**src/rtl/ft232h_rx_if.sv**
```systemverilog
// ft232h_rx_if: byte stream carrying bytes out of the ft232h_rx receive buffer.
//
// Handshake: m_data is meaningful whenever m_valid is high. A byte moves on
// every rising clk edge where m_valid && m_ready. A master holding m_valid
// keeps m_data stable until that byte is taken. m_ready may change freely.
//
// Signals:
//   m_data  [7:0]  byte at the head of the buffer   (master -> slave)
//   m_valid        head byte present                (master -> slave)
//   m_ready        consumer takes the byte now      (slave  -> master)
interface ft232h_rx_if;
  logic [7:0] m_data;
  logic       m_valid;
  logic       m_ready;

  modport master (
    output m_data,
    output m_valid,
    input  m_ready
  );

  modport slave (
    input  m_data,
    input  m_valid,
    output m_ready
  );
endinterface

```
**src/rtl/ft232h_rx.sv**
```systemverilog
// ft232h_rx: receive engine for the FT232H synchronous 245 FIFO interface.
// It bursts bytes out of the chip RX FIFO (RXF#/OE#/RD#) into a local
// first-word-fall-through buffer. The buffer drains as a valid/ready stream.
// All logic runs in the FT232H CLKOUT (60 MHz) domain.
//
// Optional build macro: FT232H_RX_STATS_EN adds the rx_byte_count and
// rx_burst_count statistics outputs.
//
// Ports:
//   clk            FT232H CLKOUT
//   rst            synchronous, active-high reset
//   ft_data_in     D[7:0] input path; the top level owns the tristate
//   ft_rxf_n       RXF#, low while the chip holds RX data
//   ft_oe_n        OE#, registered
//   ft_rd_n        RD#, registered
//   tx_req         transmit path asks for the shared bus
//   rx_busy        high while the bus belongs to this block (state != IDLE)
//   m_if           outgoing byte stream (master modport)
//   level          buffer occupancy, 0..DEPTH
//   rx_byte_count  (stats build) captured bytes, wraps at 2^32
//   rx_burst_count (stats build) bursts started, wraps at 2^16
//   dbg_state_o    FSM state: 0 IDLE, 1 TURN, 2 READ, 3 RELEASE
module ft232h_rx #(
  parameter int DEPTH     = 16,
  parameter int ADDR_W    = 4,
  parameter int MIN_FREE  = 4,
  parameter int MAX_BURST = 512
) (
  input  logic              clk,
  input  logic              rst,
  input  logic [7:0]        ft_data_in,
  input  logic              ft_rxf_n,
  output logic              ft_oe_n,
  output logic              ft_rd_n,
  input  logic              tx_req,
  output logic              rx_busy,
  ft232h_rx_if.master       m_if,
  output logic [ADDR_W:0]   level,
`ifdef FT232H_RX_STATS_EN
  output logic [31:0]       rx_byte_count,
  output logic [15:0]       rx_burst_count,
`endif
  output logic [1:0]        dbg_state_o
);

  typedef enum logic [1:0] {
    IDLE    = 2'd0,
    TURN    = 2'd1,
    READ    = 2'd2,
    RELEASE = 2'd3
  } state_t;

  localparam logic [ADDR_W:0] DEPTH_L    = (ADDR_W+1)'(DEPTH);
  localparam logic [ADDR_W:0] MIN_FREE_L = (ADDR_W+1)'(MIN_FREE);
  localparam logic [15:0]     MAX_L      = 16'(MAX_BURST);

  state_t              state_q;
  logic                oe_n_q;
  logic                rd_n_q;
  logic                busy_q;
  logic [15:0]         burst_q;

  logic [7:0]          mem_q [DEPTH];
  logic [ADDR_W-1:0]   wr_ptr_q, wr_ptr_d;
  logic [ADDR_W-1:0]   rd_ptr_q, rd_ptr_d;
  logic [ADDR_W:0]     level_q, level_d;

  logic                capture;
  logic                pop;
  logic [ADDR_W:0]     free;
  logic [15:0]         burst_inc;
  logic                last_slot;
  logic                start_burst;

  // RD# is only low in READ, so the registered RD# alone identifies a read
  // edge; RXF# is chip-synchronous and is used raw.
  assign capture     = !rd_n_q && !ft_rxf_n;
  assign pop         = (level_q != '0) && m_if.m_ready;
  assign free        = DEPTH_L - level_q;
  assign burst_inc   = burst_q + 16'(capture);
  // A pop at the same edge is ignored here: stopping one byte early is
  // always safe, and it keeps the exit decision independent of the consumer.
  assign last_slot   = capture && (free == (ADDR_W+1)'(1));
  // tx_req has priority over a new receive burst.
  assign start_burst = (state_q == IDLE) && !ft_rxf_n && (free >= MIN_FREE_L) && !tx_req;

  always_ff @(posedge clk) begin
    if (rst) begin
      state_q <= IDLE;
      oe_n_q  <= 1'b1;
      rd_n_q  <= 1'b1;
      busy_q  <= 1'b0;
      burst_q <= '0;
    end else begin
      unique case (state_q)
        IDLE: begin
          if (start_burst) begin
            state_q <= TURN;
            oe_n_q  <= 1'b0;
            busy_q  <= 1'b1;
            burst_q <= '0;
          end
        end
        TURN: begin
          // One cycle with OE# low and RD# high lets the chip take the bus.
          state_q <= READ;
          rd_n_q  <= 1'b0;
        end
        READ: begin
          burst_q <= burst_inc;
          if (ft_rxf_n || last_slot || (tx_req && (burst_inc >= MAX_L))) begin
            state_q <= RELEASE;
            rd_n_q  <= 1'b1;
          end
        end
        RELEASE: begin
          state_q <= IDLE;
          oe_n_q  <= 1'b1;
          busy_q  <= 1'b0;
        end
        default: begin
          state_q <= IDLE;
          oe_n_q  <= 1'b1;
          rd_n_q  <= 1'b1;
          busy_q  <= 1'b0;
        end
      endcase
    end
  end

  always_comb begin
    wr_ptr_d = wr_ptr_q + ADDR_W'(capture);
    rd_ptr_d = rd_ptr_q + ADDR_W'(pop);
    level_d  = level_q;
    unique case ({capture, pop})
      2'b10:   level_d = level_q + (ADDR_W+1)'(1);
      2'b01:   level_d = level_q - (ADDR_W+1)'(1);
      default: level_d = level_q;
    endcase
  end

  always_ff @(posedge clk) begin
    if (rst) begin
      wr_ptr_q <= '0;
      rd_ptr_q <= '0;
      level_q  <= '0;
    end else begin
      wr_ptr_q <= wr_ptr_d;
      rd_ptr_q <= rd_ptr_d;
      level_q  <= level_d;
    end
  end

  // Storage carries no reset; level_q alone decides which entries are live.
  always_ff @(posedge clk) begin
    if (capture) begin
      mem_q[wr_ptr_q] <= ft_data_in;
    end
  end

`ifdef FT232H_RX_STATS_EN
  logic [31:0] byte_cnt_q;
  logic [15:0] burst_cnt_q;

  always_ff @(posedge clk) begin
    if (rst) begin
      byte_cnt_q  <= '0;
      burst_cnt_q <= '0;
    end else begin
      if (capture) begin
        byte_cnt_q <= byte_cnt_q + 32'd1;
      end
      if (start_burst) begin
        burst_cnt_q <= burst_cnt_q + 16'd1;
      end
    end
  end

  assign rx_byte_count  = byte_cnt_q;
  assign rx_burst_count = burst_cnt_q;
`else
  // Statistics counters are not built.
`endif

  assign ft_oe_n      = oe_n_q;
  assign ft_rd_n      = rd_n_q;
  assign rx_busy      = busy_q;
  assign m_if.m_data  = mem_q[rd_ptr_q];
  assign m_if.m_valid = (level_q != '0);
  assign level        = level_q;
  assign dbg_state_o  = state_q;

endmodule

```
**src/flat_wrapper.sv**
```systemverilog
// flat-port wrapper written by rule: the top's interface ports become plain ports
module ft232h_rx_flat 
#(
  parameter int DEPTH     = 16,
  parameter int ADDR_W    = 4,
  parameter int MIN_FREE  = 4,
  parameter int MAX_BURST = 512
)
  (clk, rst, ft_data_in, ft_rxf_n, ft_oe_n, ft_rd_n, tx_req, rx_busy, level, dbg_state_o, m_if_m_data, m_if_m_valid, m_if_m_ready);
  ft232h_rx_if m_if_i ();
  input  logic clk;
  input  logic rst;
  input  logic [7:0] ft_data_in;
  input  logic ft_rxf_n;
  output logic ft_oe_n;
  output logic ft_rd_n;
  input  logic tx_req;
  output logic rx_busy;
  output logic [ADDR_W:0] level;
  output logic [1:0] dbg_state_o;
  output wire logic [$bits(m_if_i.m_data)-1:0] m_if_m_data;
  output wire logic [$bits(m_if_i.m_valid)-1:0] m_if_m_valid;
  input wire logic [$bits(m_if_i.m_ready)-1:0] m_if_m_ready;
  assign m_if_m_data = m_if_i.m_data;
  assign m_if_m_valid = m_if_i.m_valid;
  assign m_if_i.m_ready = m_if_m_ready;
  ft232h_rx #(.DEPTH(DEPTH), .ADDR_W(ADDR_W), .MIN_FREE(MIN_FREE), .MAX_BURST(MAX_BURST)) u_core (.clk(clk), .rst(rst), .ft_data_in(ft_data_in), .ft_rxf_n(ft_rxf_n), .ft_oe_n(ft_oe_n), .ft_rd_n(ft_rd_n), .tx_req(tx_req), .rx_busy(rx_busy), .m_if(m_if_i), .level(level), .dbg_state_o(dbg_state_o));
endmodule
```
**config.mk**
```make
export PLATFORM = sky130hd
export DESIGN_NAME = ft232h_rx_flat
export DESIGN_NICKNAME = d
export VERILOG_FILES = /design/src/rtl/ft232h_rx_if.sv /design/src/rtl/ft232h_rx.sv /design/src/flat_wrapper.sv
export SDC_FILE = /design/constraint.sdc
export NUM_CORES = 1
export LEC_CHECK = 0
export ABC_AREA = 0
export BUFFER_PORTS_ARGS = -buffer_cell sky130_fd_sc_hd__buf_2
export CELL_PAD_IN_SITES_DETAIL_PLACEMENT = 1
export CELL_PAD_IN_SITES_GLOBAL_PLACEMENT = 1
export CORE_AREA = 2 2 124 126
export CTS_BUF_LIST = sky130_fd_sc_hd__clkbuf_16
export DETAILED_ROUTE_END_ITERATION = 10
export DIE_AREA = 0 0 126 128
export PLACE_DENSITY = 0.84
export SYNTH_ARGS = -nofsm -noshare
export SYNTH_HDL_FRONTEND = slang
export SYNTH_SLANG_ARGS = --single-unit
export TNS_END_PERCENT = 100
```
**constraint.sdc**
```tcl
create_clock -name clk -period 2.7 [get_ports clk]
set_clock_uncertainty 0.2 [all_clocks]
set_input_delay 0 -clock clk [delete_from_list [all_inputs] [get_ports clk]]
set_output_delay 0 -clock clk [all_outputs]
set_load 0.01 [all_outputs]
```
==> results of run 1 <==
sequential cells by signal, indices dropped and copies added (netlist names):
register / flops
u_core.dbg_state_o: 2
u_core.ft_rd_n: 1
u_core.rd_ptr_q: 4
u_core.wr_ptr_q: 4
u_core.rx_busy: 1
u_core.mem_q: 128
u_core.level: 5
u_core.ft_oe_n: 1
u_core.burst_q: 16
logic make-up (layout without fill, tap and decap cells):
kind of cell               after synthesis  count (layout)
DFF                                    162             162
buffers and inverters                   32             123
adders and majority gates               15              15
muxes                                   42              42
AOI/OAI and AO/OA                       54              54
and+or+nand+nor                        122             122
xor gates and xnor gates                11              11
power by group:
group          internal (W)  leakage (nW)  switching, W
Sequential          0.00277          1.43     0.0000560
Clock               0.00127         0.262      0.000983
Combinational      0.000781          1.06      0.000801
Total               0.00482          2.76       0.00184
cells in the final DEF, fill, tap and decap left out, drive strengths merged, types with 5 or more instances in the layout:
master	n
inv	14
xor2	7
nor2	42
nor3	12
a311oi	5
clkinv	7
nand4	5
buf	68
nor2b	7
o21ai	12
nand3	12
mux4	40
or3	7
clkbuf	17
nand2	15
edfxtp	128
a21oi	18
ha	14
dlygate4sd3	12
dfxtp	34
metrics by stage:
stage / cell area, um^2 / utilization (%) / cells
6_report: 8160 / 54.9 / 717
5_1_grt: 8160 / 54.9 / 717
4_1_cts: 8110 / 54.5 / 716
3_5_place_dp: 7390 / 49.7 / 671
3_3_place_gp: 7390 / 49.7 / 671
2_1_floorplan: 6840 / - / 438
layer usage:
| layer | track usage [%] | part of all wire (%) |
|---|---|---|
| met5 | 0 | 0 |
| met4 | 9.11 | 1.6 |
| met3 | 3.84 | 4.7 |
| met2 | 37.3 | 53 |
| met1 | 25.7 | 41 |
critical path: cells and delay by family, from the launching register on:
family          cells  cell delay [ps]
compound gates      2              270
xor+xnor            1               90
fa+ha+maj           3              730
buf+inv             1              130
flops               1              330
simple gates        4              760
final timing paths:
check | start | endpoint
worst min register to register | u_core.burst_q[4] | u_core.burst_q[4]
worst min-delay path | ft_data_in[2] | u_core.mem_q[5][2]
worst max register to register | u_core.level[0] | u_core.level[4]
worst max-delay path | u_core.level[0] | u_core.level[4]
layout make-up:
cell class	instances	area, um^2	share of cell area [%]
timing repair buffer	80	553	6.78
clock buffer	17	425	5.22
sequential	162	4530	55.6
clock inverter	15	130	1.60
tap	188	235	2.88
inverter	11	41.3	0.506
multi-input combinational	244	2240	27.5
repair_timing:
action	4_1_cts	5_1_grt
gates resized for setup	6	12
hold buffers	12	0
endpoints found under the hold margin	160	0
pin swaps	2	4
endpoints found under the setup margin	2	4
buffers inserted	1	1
==> impl_results.html, run 1 <==
<table>
<tr><th>Metric</th><th>Value</th></tr>
<tr><th colspan="2">Critical path</th></tr>
<tr><td>CP max stage cell</td><td>dfxtp_2</td></tr>
<tr><td>Kind of launch point of the worst setup path</td><td>flop</td></tr>
<tr><td>List of cells traversed by the critical path</td><td>nor4_4 -&gt; ha_2 -&gt; nor2b_4 -&gt; ha_4 -&gt; buf_4 -&gt; ha_1 -&gt; o21a_1 -&gt; nor2_1 -&gt; xnor2_1 -&gt; or3_1 -&gt; a21oi_1</td></tr>
<tr><td>Largest stage delay on the critical path</td><td>~330 ps</td></tr>
<tr><td>WP data required</td><td>2850 ps</td></tr>
<tr><td>Setup slack of the most critical reg-to-reg path</td><td>120 ps</td></tr>
<tr><td>CP Max Fanout</td><td>3</td></tr>
<tr><td>Type of destination of the critical path</td><td>flop</td></tr>
<tr><td>Worst EP arrival</td><td>2730 ps</td></tr>
<tr><td>Worst reg-to-reg path cell count</td><td>11</td></tr>
<tr><td>Kind of critical path</td><td>reg2reg</td></tr>
<tr><th colspan="2">Die</th></tr>
<tr><td>Initial standard-cell utilization of the core</td><td>around 46%</td></tr>
<tr><td>Number of top-level design ports</td><td>32</td></tr>
<tr><td>Core Area</td><td>14,900 um^2</td></tr>
<tr><td>Number of placement rows</td><td>45</td></tr>
<tr><td>Die H</td><td>128 um</td></tr>
<tr><td>Floorplan die area</td><td>approximately 16,000 um^2</td></tr>
<tr><td>Width of the die</td><td>about 130 um</td></tr>
<tr><th colspan="2">Timing</th></tr>
<tr><td>Setup violations, final</td><td>0</td></tr>
<tr><td>Period utilisation layout</td><td>95.7%</td></tr>
<tr><td>Worst Hold Slack</td><td>~300 ps</td></tr>
<tr><td>Highest Clock Rate</td><td>387 MHz</td></tr>
<tr><td>Slack of the critical path</td><td>116 ps</td></tr>
<tr><td>Pins over their slew limit</td><td>0</td></tr>
<tr><td>Total Negative Setup Slacks</td><td>0 ps</td></tr>
<tr><td>Total count of hold-check failures in the final report</td><td>0</td></tr>
<tr><td>Slew margin rel.</td><td>49.5%</td></tr>
<tr><td>Unrepaired setup endpoints after global routing</td><td>yes</td></tr>
<tr><td>Worst slew pin tran</td><td>approximately 760 ps</td></tr>
<tr><td>Final critical delay including setup and external delays</td><td>2580 ps</td></tr>
<tr><th colspan="2">Power and ir drop</th></tr>
<tr><td>Maximum resistive drop on vdd</td><td>0.000518 V</td></tr>
<tr><td>Design Power</td><td>about 0.0067 W</td></tr>
<tr><td>Leak Pwr</td><td>2.76 nW</td></tr>
<tr><td>Cell Pwr Density</td><td>816 nW/um^2</td></tr>
<tr><th colspan="2">CTS</th></tr>
<tr><td>Number of clock sinks seen by CTS</td><td>roughly 160</td></tr>
<tr><td>Number of H-tree branching levels</td><td>4</td></tr>
<tr><td>Cell at the root of the clock tree</td><td>clkbuf_16</td></tr>
<tr><td>Deepest clock path buffer count</td><td>2</td></tr>
<tr><td>Clk Latency, worst-skew pair</td><td>430 ps</td></tr>
<tr><td>CTS Buf Count</td><td>17</td></tr>
<tr><td>CTS tree</td><td>yes</td></tr>
<tr><td>Clock slew at the register clock pins of the worst setup and hold paths</td><td>60 ps</td></tr>
<tr><th colspan="2">Synth</th></tr>
<tr><td>Post-synth top area share</td><td>56.2%</td></tr>
<tr><td>Parity-gate share of the synthesized area counting xor and xnor cells</td><td>1.41%</td></tr>
<tr><td>Nets in the synthesized netlist</td><td>466</td></tr>
<tr><td>Mapped cell area</td><td>6840 um^2</td></tr>
<tr><td>Average size of a mapped cell</td><td>15.6 um^2</td></tr>
<tr><td>Number of register bits inferred by synthesis</td><td>~160</td></tr>
<tr><td>Cell types with the highest counts after synthesis</td><td>edfxtp_1, nor2_1, mux4_2</td></tr>
<tr><td>Most numerous cell in the Yosys netlist</td><td>edfxtp_1</td></tr>
<tr><td>Compound-gate portion of the synthesized area</td><td>roughly 5.1%</td></tr>
<tr><td>Synth area leader</td><td>edfxtp_1</td></tr>
<tr><td>Number of enable flip-flop cells after synthesis</td><td>128</td></tr>
<tr><td>Post-synthesis share of cell area spent on full adders, half adders and majority gates</td><td>2.86%</td></tr>
<tr><td>Area share of and/or/nand/nor cells after synthesis</td><td>8.95%</td></tr>
<tr><td>Predominant post-synthesis flop cell</td><td>edfxtp_1</td></tr>
<tr><td>Post-Synthesis Cells</td><td>between 400 and 500</td></tr>
<tr><td>Fraction of registers with async set/reset</td><td>0%</td></tr>
<tr><td>Number of distinct library cells after synthesis</td><td>49</td></tr>
<tr><td>Top area cells in the synthesized netlist</td><td>edfxtp_1, mux4_2, dfxtp_1</td></tr>
<tr><td>Sequential area share after synthesis</td><td>66.2%</td></tr>
<tr><td>Mux contribution to synthesized area</td><td>13.5%</td></tr>
<tr><td>Combinational family with the most area after synthesis</td><td>multiplexers</td></tr>
<tr><td>Yosys warning count</td><td>0</td></tr>
<tr><th colspan="2">Run status</th></tr>
<tr><td>Outcome</td><td>complete, no violations</td></tr>
<tr><th colspan="2">Placement</th></tr>
<tr><td>Number of buffers added on ports</td><td>31</td></tr>
<tr><td>Post-detail-place hpwl</td><td>around 11,000 um</td></tr>
<tr><td>Placer's final routability congestion estimate</td><td>0.892</td></tr>
<tr><td>Setup Slack @ Placement</td><td>-137 ps</td></tr>
<tr><th colspan="2">Run</th></tr>
<tr><td>Number of max-capacitance violations reported</td><td>0</td></tr>
<tr><th colspan="2">Detailed routing</th></tr>
<tr><td>Final wirelength</td><td>16,300 um</td></tr>
<tr><td>Post-route DRC</td><td>0</td></tr>
<tr><td>Number of violations reported at the end of detailed-routing iteration 0</td><td>320</td></tr>
<tr><td>Detailed Routing Iterations Pass 1</td><td>4</td></tr>
<tr><td>Mean number of vias per cell</td><td>5.68</td></tr>
<tr><td>Number of antenna-violating nets in the routed design</td><td>0</td></tr>
<tr><td>Vias</td><td>4,075</td></tr>
<tr><td>Detail-routed net length per standard cell</td><td>roughly 23 um</td></tr>
<tr><th colspan="2">Global routing</th></tr>
<tr><td>Gr usage total</td><td>21.2%</td></tr>
<tr><td>Total overflow reported by the global router</td><td>0</td></tr>
<tr><td>Wire length of the first global-routing pass</td><td>25,200 um</td></tr>
<tr><td>Via count of the first global-routing pass</td><td>4,486</td></tr>
<tr><td>Largest net degree at the start of global routing</td><td>35</td></tr>
<tr><td>Initial antenna violation count</td><td>0</td></tr>
<tr><th colspan="2">Cells and area</th></tr>
<tr><td>Fraction of layout instances using a drive strength above 1</td><td>a little over 30%</td></tr>
<tr><td>Area growth, synth to finish</td><td>19.3%</td></tr>
<tr><td>Antenna cells</td><td>0</td></tr>
<tr><td>Filler Cell Count</td><td>1,438</td></tr>
<tr><td>Layout Nets</td><td>roughly 540</td></tr>
<tr><th colspan="2">Hold path</th></tr>
<tr><td>Hold/Removal Path Class</td><td>in2reg</td></tr>
<tr><td>Number of instances on the worst hold path</td><td>2</td></tr>
</table>
Note: power is estimated with default switching activity, not from simulation.
==> inputs of run 2 (changes only) <==
Settings changed: CORE_AREA 2 2 124 126 to 2 2 114 116, DIE_AREA 0 0 126 128 to 0 0 116 118, PLACE_DENSITY 0.84 to 0.92.
Clock period 2.7 ns to 3.1 ns, I/O delays scaled along.
==> run 2 against run 1 <==
Against the previous run:
- total power fell by 12%
- die area fell by 15%
- setup slack improved by 75 ps
- via count rose by 3.0%
- sequential share of layout area rose by 1.0 points
- combinational power fell by 19%
- clock-buffer cell count did not move
- clock power fell by 7%
- global-route usage rose by 5.3 points
- hold slack improved by 4.4 ps
- largest power group unchanged
- highest routed layer unchanged
==> impl_results.html, run 2 (same netlist as run 1, synthesis figures left out) <==
<table>
<tr><th>Metric</th><th>Value</th></tr>
<tr><th colspan="2">Run status</th></tr>
<tr><td>Outcome</td><td>complete, no violations</td></tr>
<tr><th colspan="2">Cells and area</th></tr>
<tr><td>Antenna cells</td><td>0</td></tr>
<tr><td>Multi-input gate area</td><td>2180 um^2</td></tr>
<tr><td>Most common cell after layout, fill and taps aside</td><td>edfxtp_1</td></tr>
<tr><td>Most used cells in the layout excluding fill and tap cells</td><td>edfxtp_1, nor2_1, mux4_2</td></tr>
<tr><td>Area growth, synth to finish</td><td>17.1%</td></tr>
<tr><td>Fraction of layout instances using a drive strength above 1</td><td>between 20% and 30%</td></tr>
<tr><td>Largest register FFs</td><td>128</td></tr>
<tr><td>Layout Nets</td><td>~530</td></tr>
<tr><td>Most flop-heavy register</td><td>u_core.mem_q</td></tr>
<tr><td>Filler Cell Count</td><td>1,161</td></tr>
<tr><td>Register area</td><td>4530 um^2</td></tr>
<tr><th colspan="2">Global routing</th></tr>
<tr><td>Wire length of the first global-routing pass</td><td>~26,000 um</td></tr>
<tr><td>Via count of the first global-routing pass</td><td>4,496</td></tr>
<tr><td>Initial antenna violation count</td><td>0</td></tr>
<tr><td>Total overflow reported by the global router</td><td>0</td></tr>
<tr><td>Gr usage total</td><td>between 20% and 30%</td></tr>
<tr><td>Largest net degree at the start of global routing</td><td>34</td></tr>
<tr><th colspan="2">Timing</th></tr>
<tr><td>Highest Clock Rate</td><td>approximately 340 MHz</td></tr>
<tr><td>Worst slew pin tran</td><td>828 ps</td></tr>
<tr><td>Slew margin rel.</td><td>approximately 45%</td></tr>
<tr><td>Total count of hold-check failures in the final report</td><td>0</td></tr>
<tr><td>Unrepaired setup endpoints after global routing</td><td>no</td></tr>
<tr><td>Period utilisation layout</td><td>93.8%</td></tr>
<tr><td>Slack of the critical path</td><td>191 ps</td></tr>
<tr><td>Setup violations, final</td><td>0</td></tr>
<tr><td>Final critical delay including setup and external delays</td><td>just under 3000 ps</td></tr>
<tr><td>Pins over their slew limit</td><td>0</td></tr>
<tr><td>Total Negative Setup Slacks</td><td>0 ps</td></tr>
<tr><th colspan="2">Detailed routing</th></tr>
<tr><td>Final wirelength</td><td>16,900 um</td></tr>
<tr><td>Vias</td><td>4,196</td></tr>
<tr><td>Highest metal layer with signal wires</td><td>met4</td></tr>
<tr><td>Number of antenna-violating nets in the routed design</td><td>0</td></tr>
<tr><td>Number of violations reported at the end of detailed-routing iteration 0</td><td>around 500</td></tr>
<tr><td>Detailed Routing Iterations Pass 1</td><td>5</td></tr>
<tr><td>Detail-routed net length per standard cell</td><td>24.7 um</td></tr>
<tr><td>Routed length on met2</td><td>8750 um</td></tr>
<tr><td>Amount of wire on met3 after detailed routing</td><td>around 940 um</td></tr>
<tr><td>Met1 wire length</td><td>approximately 6800 um</td></tr>
<tr><td>Post-route DRC</td><td>0</td></tr>
<tr><td>Mean number of vias per cell</td><td>between 6 and 7</td></tr>
<tr><th colspan="2">Die</th></tr>
<tr><td>Number of top-level design ports</td><td>32</td></tr>
<tr><td>Core Area</td><td>12,400 um^2</td></tr>
<tr><td>Die H</td><td>around 120 um</td></tr>
<tr><td>Width of the die</td><td>116 um</td></tr>
<tr><td>Floorplan die area</td><td>13,700 um^2</td></tr>
<tr><td>Number of placement rows</td><td>41</td></tr>
<tr><td>Initial standard-cell utilization of the core</td><td>55.1%</td></tr>
<tr><th colspan="2">Critical path</th></tr>
<tr><td>Largest stage delay on the critical path</td><td>around 400 ps</td></tr>
<tr><td>Worst reg-to-reg path cell count</td><td>8</td></tr>
<tr><td>CP max stage cell</td><td>a2111oi_2</td></tr>
<tr><td>Worst EP arrival</td><td>approximately 3000 ps</td></tr>
<tr><td>List of cells traversed by the critical path</td><td>nor2_1 -&gt; ha_1 -&gt; nand3_1 -&gt; or2_1 -&gt; a211o_1 -&gt; a2111oi_2 -&gt; a21o_1 -&gt; mux2i_1</td></tr>
<tr><td>WP data required</td><td>between 3000 and 4000 ps</td></tr>
<tr><td>Setup slack of the most critical reg-to-reg path</td><td>around 190 ps</td></tr>
<tr><td>CP Max Fanout</td><td>7</td></tr>
<tr><td>R2R Path End</td><td>u_core.dbg_state_o[1]</td></tr>
<tr><td>Kind of critical path</td><td>reg2reg</td></tr>
<tr><td>Kind of launch point of the worst setup path</td><td>flop</td></tr>
<tr><td>Critical register-to-register path startpoint</td><td>u_core.ft_rd_n</td></tr>
<tr><td>Type of destination of the critical path</td><td>flop</td></tr>
<tr><th colspan="2">Hold path</th></tr>
<tr><td>Launch instance of the worst min-delay path</td><td>u_core.level[4]</td></tr>
<tr><td>Endpoint of the worst hold-timing path</td><td>u_core.level[4]</td></tr>
<tr><td>Number of instances on the worst hold path</td><td>2</td></tr>
<tr><td>Hold/Removal Path Class</td><td>reg2reg</td></tr>
<tr><th colspan="2">CTS</th></tr>
<tr><td>Number of H-tree branching levels</td><td>4</td></tr>
<tr><td>Cell at the root of the clock tree</td><td>clkbuf_16</td></tr>
<tr><td>CTS tree</td><td>yes</td></tr>
<tr><td>Deepest clock path buffer count</td><td>2</td></tr>
<tr><td>Clock slew at the register clock pins of the worst setup and hold paths</td><td>60 ps</td></tr>
<tr><td>Number of clock sinks seen by CTS</td><td>162</td></tr>
<tr><td>CTS Buf Count</td><td>17</td></tr>
<tr><td>Clk Latency, worst-skew pair</td><td>roughly 430 ps</td></tr>
<tr><th colspan="2">Placement</th></tr>
<tr><td>Number of buffers added on ports</td><td>31</td></tr>
<tr><td>Post-detail-place hpwl</td><td>10,900 um</td></tr>
<tr><td>Setup Slack @ Placement</td><td>approximately 110 ps</td></tr>
<tr><td>Placer's final routability congestion estimate</td><td>0.844</td></tr>
<tr><th colspan="2">Run</th></tr>
<tr><td>Number of max-capacitance violations reported</td><td>0</td></tr>
<tr><th colspan="2">Power and ir drop</th></tr>
<tr><td>Maximum resistive drop on vdd</td><td>0.000567 V</td></tr>
<tr><td>Cell Pwr Density</td><td>730 nW/um^2</td></tr>
<tr><td>Leak Pwr</td><td>2.70 nW</td></tr>
</table>
==> run 2: routing by layer <==
metal	up-vias	track usage (%)
met1	2152	34.4
met5	-	0
met3	38	5.72
met4	0	10.8
li1	1838	-
met2	168	43.3
==> run 2: final cells by class <==
type                    count  share of cell area (%)
well taps                 172                    2.69
clock inverters            15                    1.97
flip-flops and latches    162                    56.6
inverters                  11                   0.516
multi-input cells         244                    27.3
repair buffers             65                    5.66
clock buffers              17                    5.31
==> run 2: where the power goes <==
part           switching [W]  internal [W]
sequential         0.0000641       0.00241
clock               0.000889       0.00120
combinational       0.000691      0.000591
total                0.00164       0.00420
==> run 2: worst max-delay path by stage <==
stage | startpoint | to | slack (ps) | cells after the start
CTS | u_core.level[1] | u_core.level[4] | 60 | 11
global placement | u_core.level[0] | u_core.level[4] | 330 | 11
global route | u_core.ft_rd_n | u_core.dbg_state_o[1] | 30 | 9
floorplan | u_core.level[0] | u_core.level[4] | 440 | 11
finish | u_core.ft_rd_n | u_core.dbg_state_o[1] | 190 | 8
detailed placement | u_core.level[0] | u_core.level[4] | 110 | 11
==> run 2: what timing repair did <==
item,CTS,global route
hold buffers,12,0
endpoints found under the setup margin,0,1
resized for setup,0,6
setup buffers,0,0
hold endpoints to repair,155,0
==> run 2: per-stage QoR <==
step                      total power, W  utilization (%)  instances  instance area [um^2]  hold slack [ps]
after global routing             0.00604             64.5        686                  8010              316
after detailed placement         0.00377             58.7        642                  7290              198
after floorplan                  0.00338                -        438                  6840             -101
after global placement           0.00368             58.7        642                  7290              164
final                            0.00584             64.5        686                  8010              310
after CTS                        0.00585             64.4        686                  7990              306
==> run 2: worst max-delay path: cells and delay by family, from the launching register on <==
kind / cells / cell delay [ps]
AND/OR/NAND/NOR: 3 / 960
AO/OA/AOI/OAI: 3 / 880
multiplexers: 1 / 180
adder cells (fa/ha/maj): 1 / 270
flip-flops: 1 / 340
==> inputs of run 3 (changes only) <==
Settings changed: GPL_TIMING_DRIVEN set to 0, SETUP_SLACK_MARGIN set to 0.3.
==> run 3 against run 2 <==
Against the previous run:
- final area rose by 0.33%
- setup slack improved by 160 ps
- non-clock buffer count did not move
- via count rose by 2.1%
- clock-buffer cell count did not move
- critical path type unchanged
- largest cell class unchanged
==> impl_results.html, run 3 (same netlist as run 1, synthesis figures left out) <==
<table>
<tr><th>Metric</th><th>Value</th></tr>
<tr><th colspan="2">Detailed routing</th></tr>
<tr><td>Detail-routed net length per standard cell</td><td>25.0 um</td></tr>
<tr><td>Number of violations reported at the end of detailed-routing iteration 0</td><td>341</td></tr>
<tr><td>Vias</td><td>4,286</td></tr>
<tr><td>Number of antenna-violating nets in the routed design</td><td>0</td></tr>
<tr><td>Detailed Routing Iterations Pass 1</td><td>5</td></tr>
<tr><td>Post-route DRC</td><td>0</td></tr>
<tr><td>Final wirelength</td><td>17,100 um</td></tr>
<tr><td>Mean number of vias per cell</td><td>6.26</td></tr>
<tr><th colspan="2">Critical path</th></tr>
<tr><td>Critical path's top delay family</td><td>simple AND/OR/NAND/NOR gates</td></tr>
<tr><td>Total number of cells along the worst setup path</td><td>11</td></tr>
<tr><td>Worst EP arrival</td><td>2900 ps</td></tr>
<tr><td>Largest stage delay on the critical path</td><td>360 ps</td></tr>
<tr><td>CP max stage cell</td><td>dfxtp_2</td></tr>
<tr><td>Critical register-to-register path startpoint</td><td>u_core.level[3]</td></tr>
<tr><td>Count of buffer and inverter cells on the critical path</td><td>0</td></tr>
<tr><td>Crit path launch</td><td>u_core.level[3]</td></tr>
<tr><td>WP data required</td><td>3260 ps</td></tr>
<tr><td>List of cells traversed by the critical path</td><td>nor4_4 -&gt; ha_2 -&gt; nor2b_4 -&gt; ha_4 -&gt; ha_1 -&gt; nor2b_2 -&gt; o21a_1 -&gt; nor2_2 -&gt; xnor2_1 -&gt; or3_1 -&gt; a21oi_1</td></tr>
<tr><td>CP Max Fanout</td><td>6</td></tr>
<tr><td>Kind of launch point of the worst setup path</td><td>flop</td></tr>
<tr><td>Type of destination of the critical path</td><td>flop</td></tr>
<tr><td>Worst reg-to-reg path cell count</td><td>11</td></tr>
<tr><td>Kind of critical path</td><td>reg2reg</td></tr>
<tr><th colspan="2">CTS</th></tr>
<tr><td>Deepest clock path buffer count</td><td>2</td></tr>
<tr><td>CTS tree</td><td>yes</td></tr>
<tr><td>Clock slew at the register clock pins of the worst setup and hold paths</td><td>60 ps</td></tr>
<tr><td>Cell at the root of the clock tree</td><td>clkbuf_16</td></tr>
<tr><td>Number of H-tree branching levels</td><td>4</td></tr>
<tr><td>Clk Latency, worst-skew pair</td><td>430 ps</td></tr>
<tr><td>Number of clock sinks seen by CTS</td><td>162</td></tr>
<tr><td>CTS Buf Count</td><td>17</td></tr>
<tr><th colspan="2">Timing</th></tr>
<tr><td>Slew margin rel.</td><td>between 20 and 30%</td></tr>
<tr><td>Total count of hold-check failures in the final report</td><td>0</td></tr>
<tr><td>Final critical delay including setup and external delays</td><td>2750 ps</td></tr>
<tr><td>Total Negative Setup Slacks</td><td>0 ps</td></tr>
<tr><td>Worst slew pin tran</td><td>1060 ps</td></tr>
<tr><td>Setup violations, final</td><td>0</td></tr>
<tr><td>Highest Clock Rate</td><td>364 MHz</td></tr>
<tr><td>Period utilisation layout</td><td>88.6%</td></tr>
<tr><td>Slack of the critical path</td><td>353 ps</td></tr>
<tr><td>Unrepaired setup endpoints after global routing</td><td>yes</td></tr>
<tr><td>Pins over their slew limit</td><td>0</td></tr>
<tr><th colspan="2">Die</th></tr>
<tr><td>Number of placement rows</td><td>41</td></tr>
<tr><td>Width of the die</td><td>116 um</td></tr>
<tr><td>Number of top-level design ports</td><td>32</td></tr>
<tr><td>Initial standard-cell utilization of the core</td><td>55.1%</td></tr>
<tr><td>Floorplan die area</td><td>13,700 um^2</td></tr>
<tr><td>Core Area</td><td>12,400 um^2</td></tr>
<tr><td>Die H</td><td>118 um</td></tr>
<tr><th colspan="2">Power and ir drop</th></tr>
<tr><td>Comb pwr share</td><td>23.3%</td></tr>
<tr><td>Leak Pwr</td><td>between 2 and 3 nW</td></tr>
<tr><td>Maximum resistive drop on vdd</td><td>0.000472 V</td></tr>
<tr><td>Cell Pwr Density</td><td>about 740 nW/um^2</td></tr>
<tr><td>Clock Power Share</td><td>35.1%</td></tr>
<tr><td>Cell Int Power</td><td>0.00424 W</td></tr>
<tr><td>Switching share of power</td><td>28.8%</td></tr>
<tr><td>Sequential share of power</td><td>about two fifths</td></tr>
<tr><td>Net Switching</td><td>approximately 0.0017 W</td></tr>
<tr><th colspan="2">Hold path</th></tr>
<tr><td>Hold/Removal Path Class</td><td>in2reg</td></tr>
<tr><td>Launch instance of the worst min-delay path</td><td>rst</td></tr>
<tr><td>Number of instances on the worst hold path</td><td>4</td></tr>
<tr><th colspan="2">Global routing</th></tr>
<tr><td>Largest net degree at the start of global routing</td><td>17</td></tr>
<tr><td>Total overflow reported by the global router</td><td>0</td></tr>
<tr><td>Initial antenna violation count</td><td>0</td></tr>
<tr><td>Gr usage total</td><td>between 20% and 30%</td></tr>
<tr><td>Via count of the first global-routing pass</td><td>4,538</td></tr>
<tr><td>Wire length of the first global-routing pass</td><td>26,200 um</td></tr>
<tr><th colspan="2">Cells and area</th></tr>
<tr><td>Largest register FFs</td><td>128</td></tr>
<tr><td>Antenna cells</td><td>0</td></tr>
<tr><td>Core Util, Final</td><td>64.7%</td></tr>
<tr><td>Final standard cell area without fillers</td><td>~8000 um^2</td></tr>
<tr><td>Layout Nets</td><td>529</td></tr>
<tr><td>Most common cell after layout, fill and taps aside</td><td>edfxtp_1</td></tr>
<tr><td>Most flop-heavy register</td><td>u_core.mem_q</td></tr>
<tr><td>Fraction of layout instances using a drive strength above 1</td><td>27.1%</td></tr>
<tr><td>Area growth, synth to finish</td><td>17.5%</td></tr>
<tr><td>Most used cells in the layout excluding fill and tap cells</td><td>edfxtp_1, mux4_2, nor2_1</td></tr>
<tr><th colspan="2">Placement</th></tr>
<tr><td>Dpl cell area</td><td>7210 um^2</td></tr>
<tr><td>Number of buffers added on ports</td><td>31</td></tr>
<tr><td>Post-detail-place hpwl</td><td>10,800 um</td></tr>
<tr><td>Placer's final routability congestion estimate</td><td>approximately 0.83</td></tr>
<tr><td>Setup Slack @ Placement</td><td>16.0 ps</td></tr>
<tr><th colspan="2">Run status</th></tr>
<tr><td>Outcome</td><td>complete, no violations</td></tr>
<tr><th colspan="2">Run</th></tr>
<tr><td>Number of max-capacitance violations reported</td><td>0</td></tr>
</table>
[run 3: cell types whose count changed in the layout (fill, tap and decap cells not counted), sizes merged]
cell / change
clkbuf: +14
buf: -14
clkinv: -1
clkinvlp: +1
inv: -1
[run 3: power groups by stage]
stage | logic, W | registers (W) | clock network, W
after floorplan | 0.000859 | 0.00252 | 0
after detailed placement | 0.00126 | 0.00251 | 0
after global routing | 0.00149 | 0.00249 | 0.00216
after CTS | 0.00134 | 0.00247 | 0.00209
after global placement | 0.00119 | 0.00250 | 0
final | 0.00139 | 0.00248 | 0.00209
[run 3: final timing paths]
check | endpoint | slack, ps
worst max-delay path | u_core.level[4] | 350
worst max register to register | u_core.level[4] | 350
worst min register to register | u_core.level[4] | 310
worst min-delay path | u_core.dbg_state_o[1] | 270
[run 3: timing repair]
item | 4_1_cts | 5_1_grt
hold buffers | 12 | 0
pin swaps | 0 | 2
buffers inserted | 0 | 1
endpoints found under the setup margin | 29 | 13
resized for setup | 20 | 11
hold endpoints to repair | 149 | 0
[run 3: final cells by class]
type	instances	area [um^2]
Sequential cell	162	4530
Fill cell	1158	4380
Multi-Input combinational cell	244	2270
Clock buffer	17	425
Timing Repair Buffer	44	283
Tap cell	172	215
Clock inverter	14	153
Buffer	21	111
Inverter	11	41.3
[run 3: per-layer routing]
layer  share of wire [%]  global-route usage (%)  vias up  wire, um
li1                    -                       -     1848         -
met1                  38                    32.3     2260      6460
met2                  55                    47.6      150      9410
met3                 5.1                    4.94       28       881
met4                 2.2                    9.82        0       384
met5                   0                       0        -         0
[run 3: per-stage QoR]
stage	total power [W]	hold WS, ps	instances
floorplan	0.00338	-101	438
global placement	0.00369	149	641
detailed placement	0.00377	159	641
CTS	0.00590	255	684
global route	0.00614	280	685
finish	0.00595	267	685
[run 3: worst reg2reg max path, stage by stage, from the launching register on]
cell and delay (ps):
dfxtp_2 360, nor4_4 320, ha_2 270, nor2b_4 60, ha_4 170, ha_1 310, nor2b_2 170, o21a_1 180
nor2_2 90, xnor2_1 80, or3_1 310, a21oi_1 140
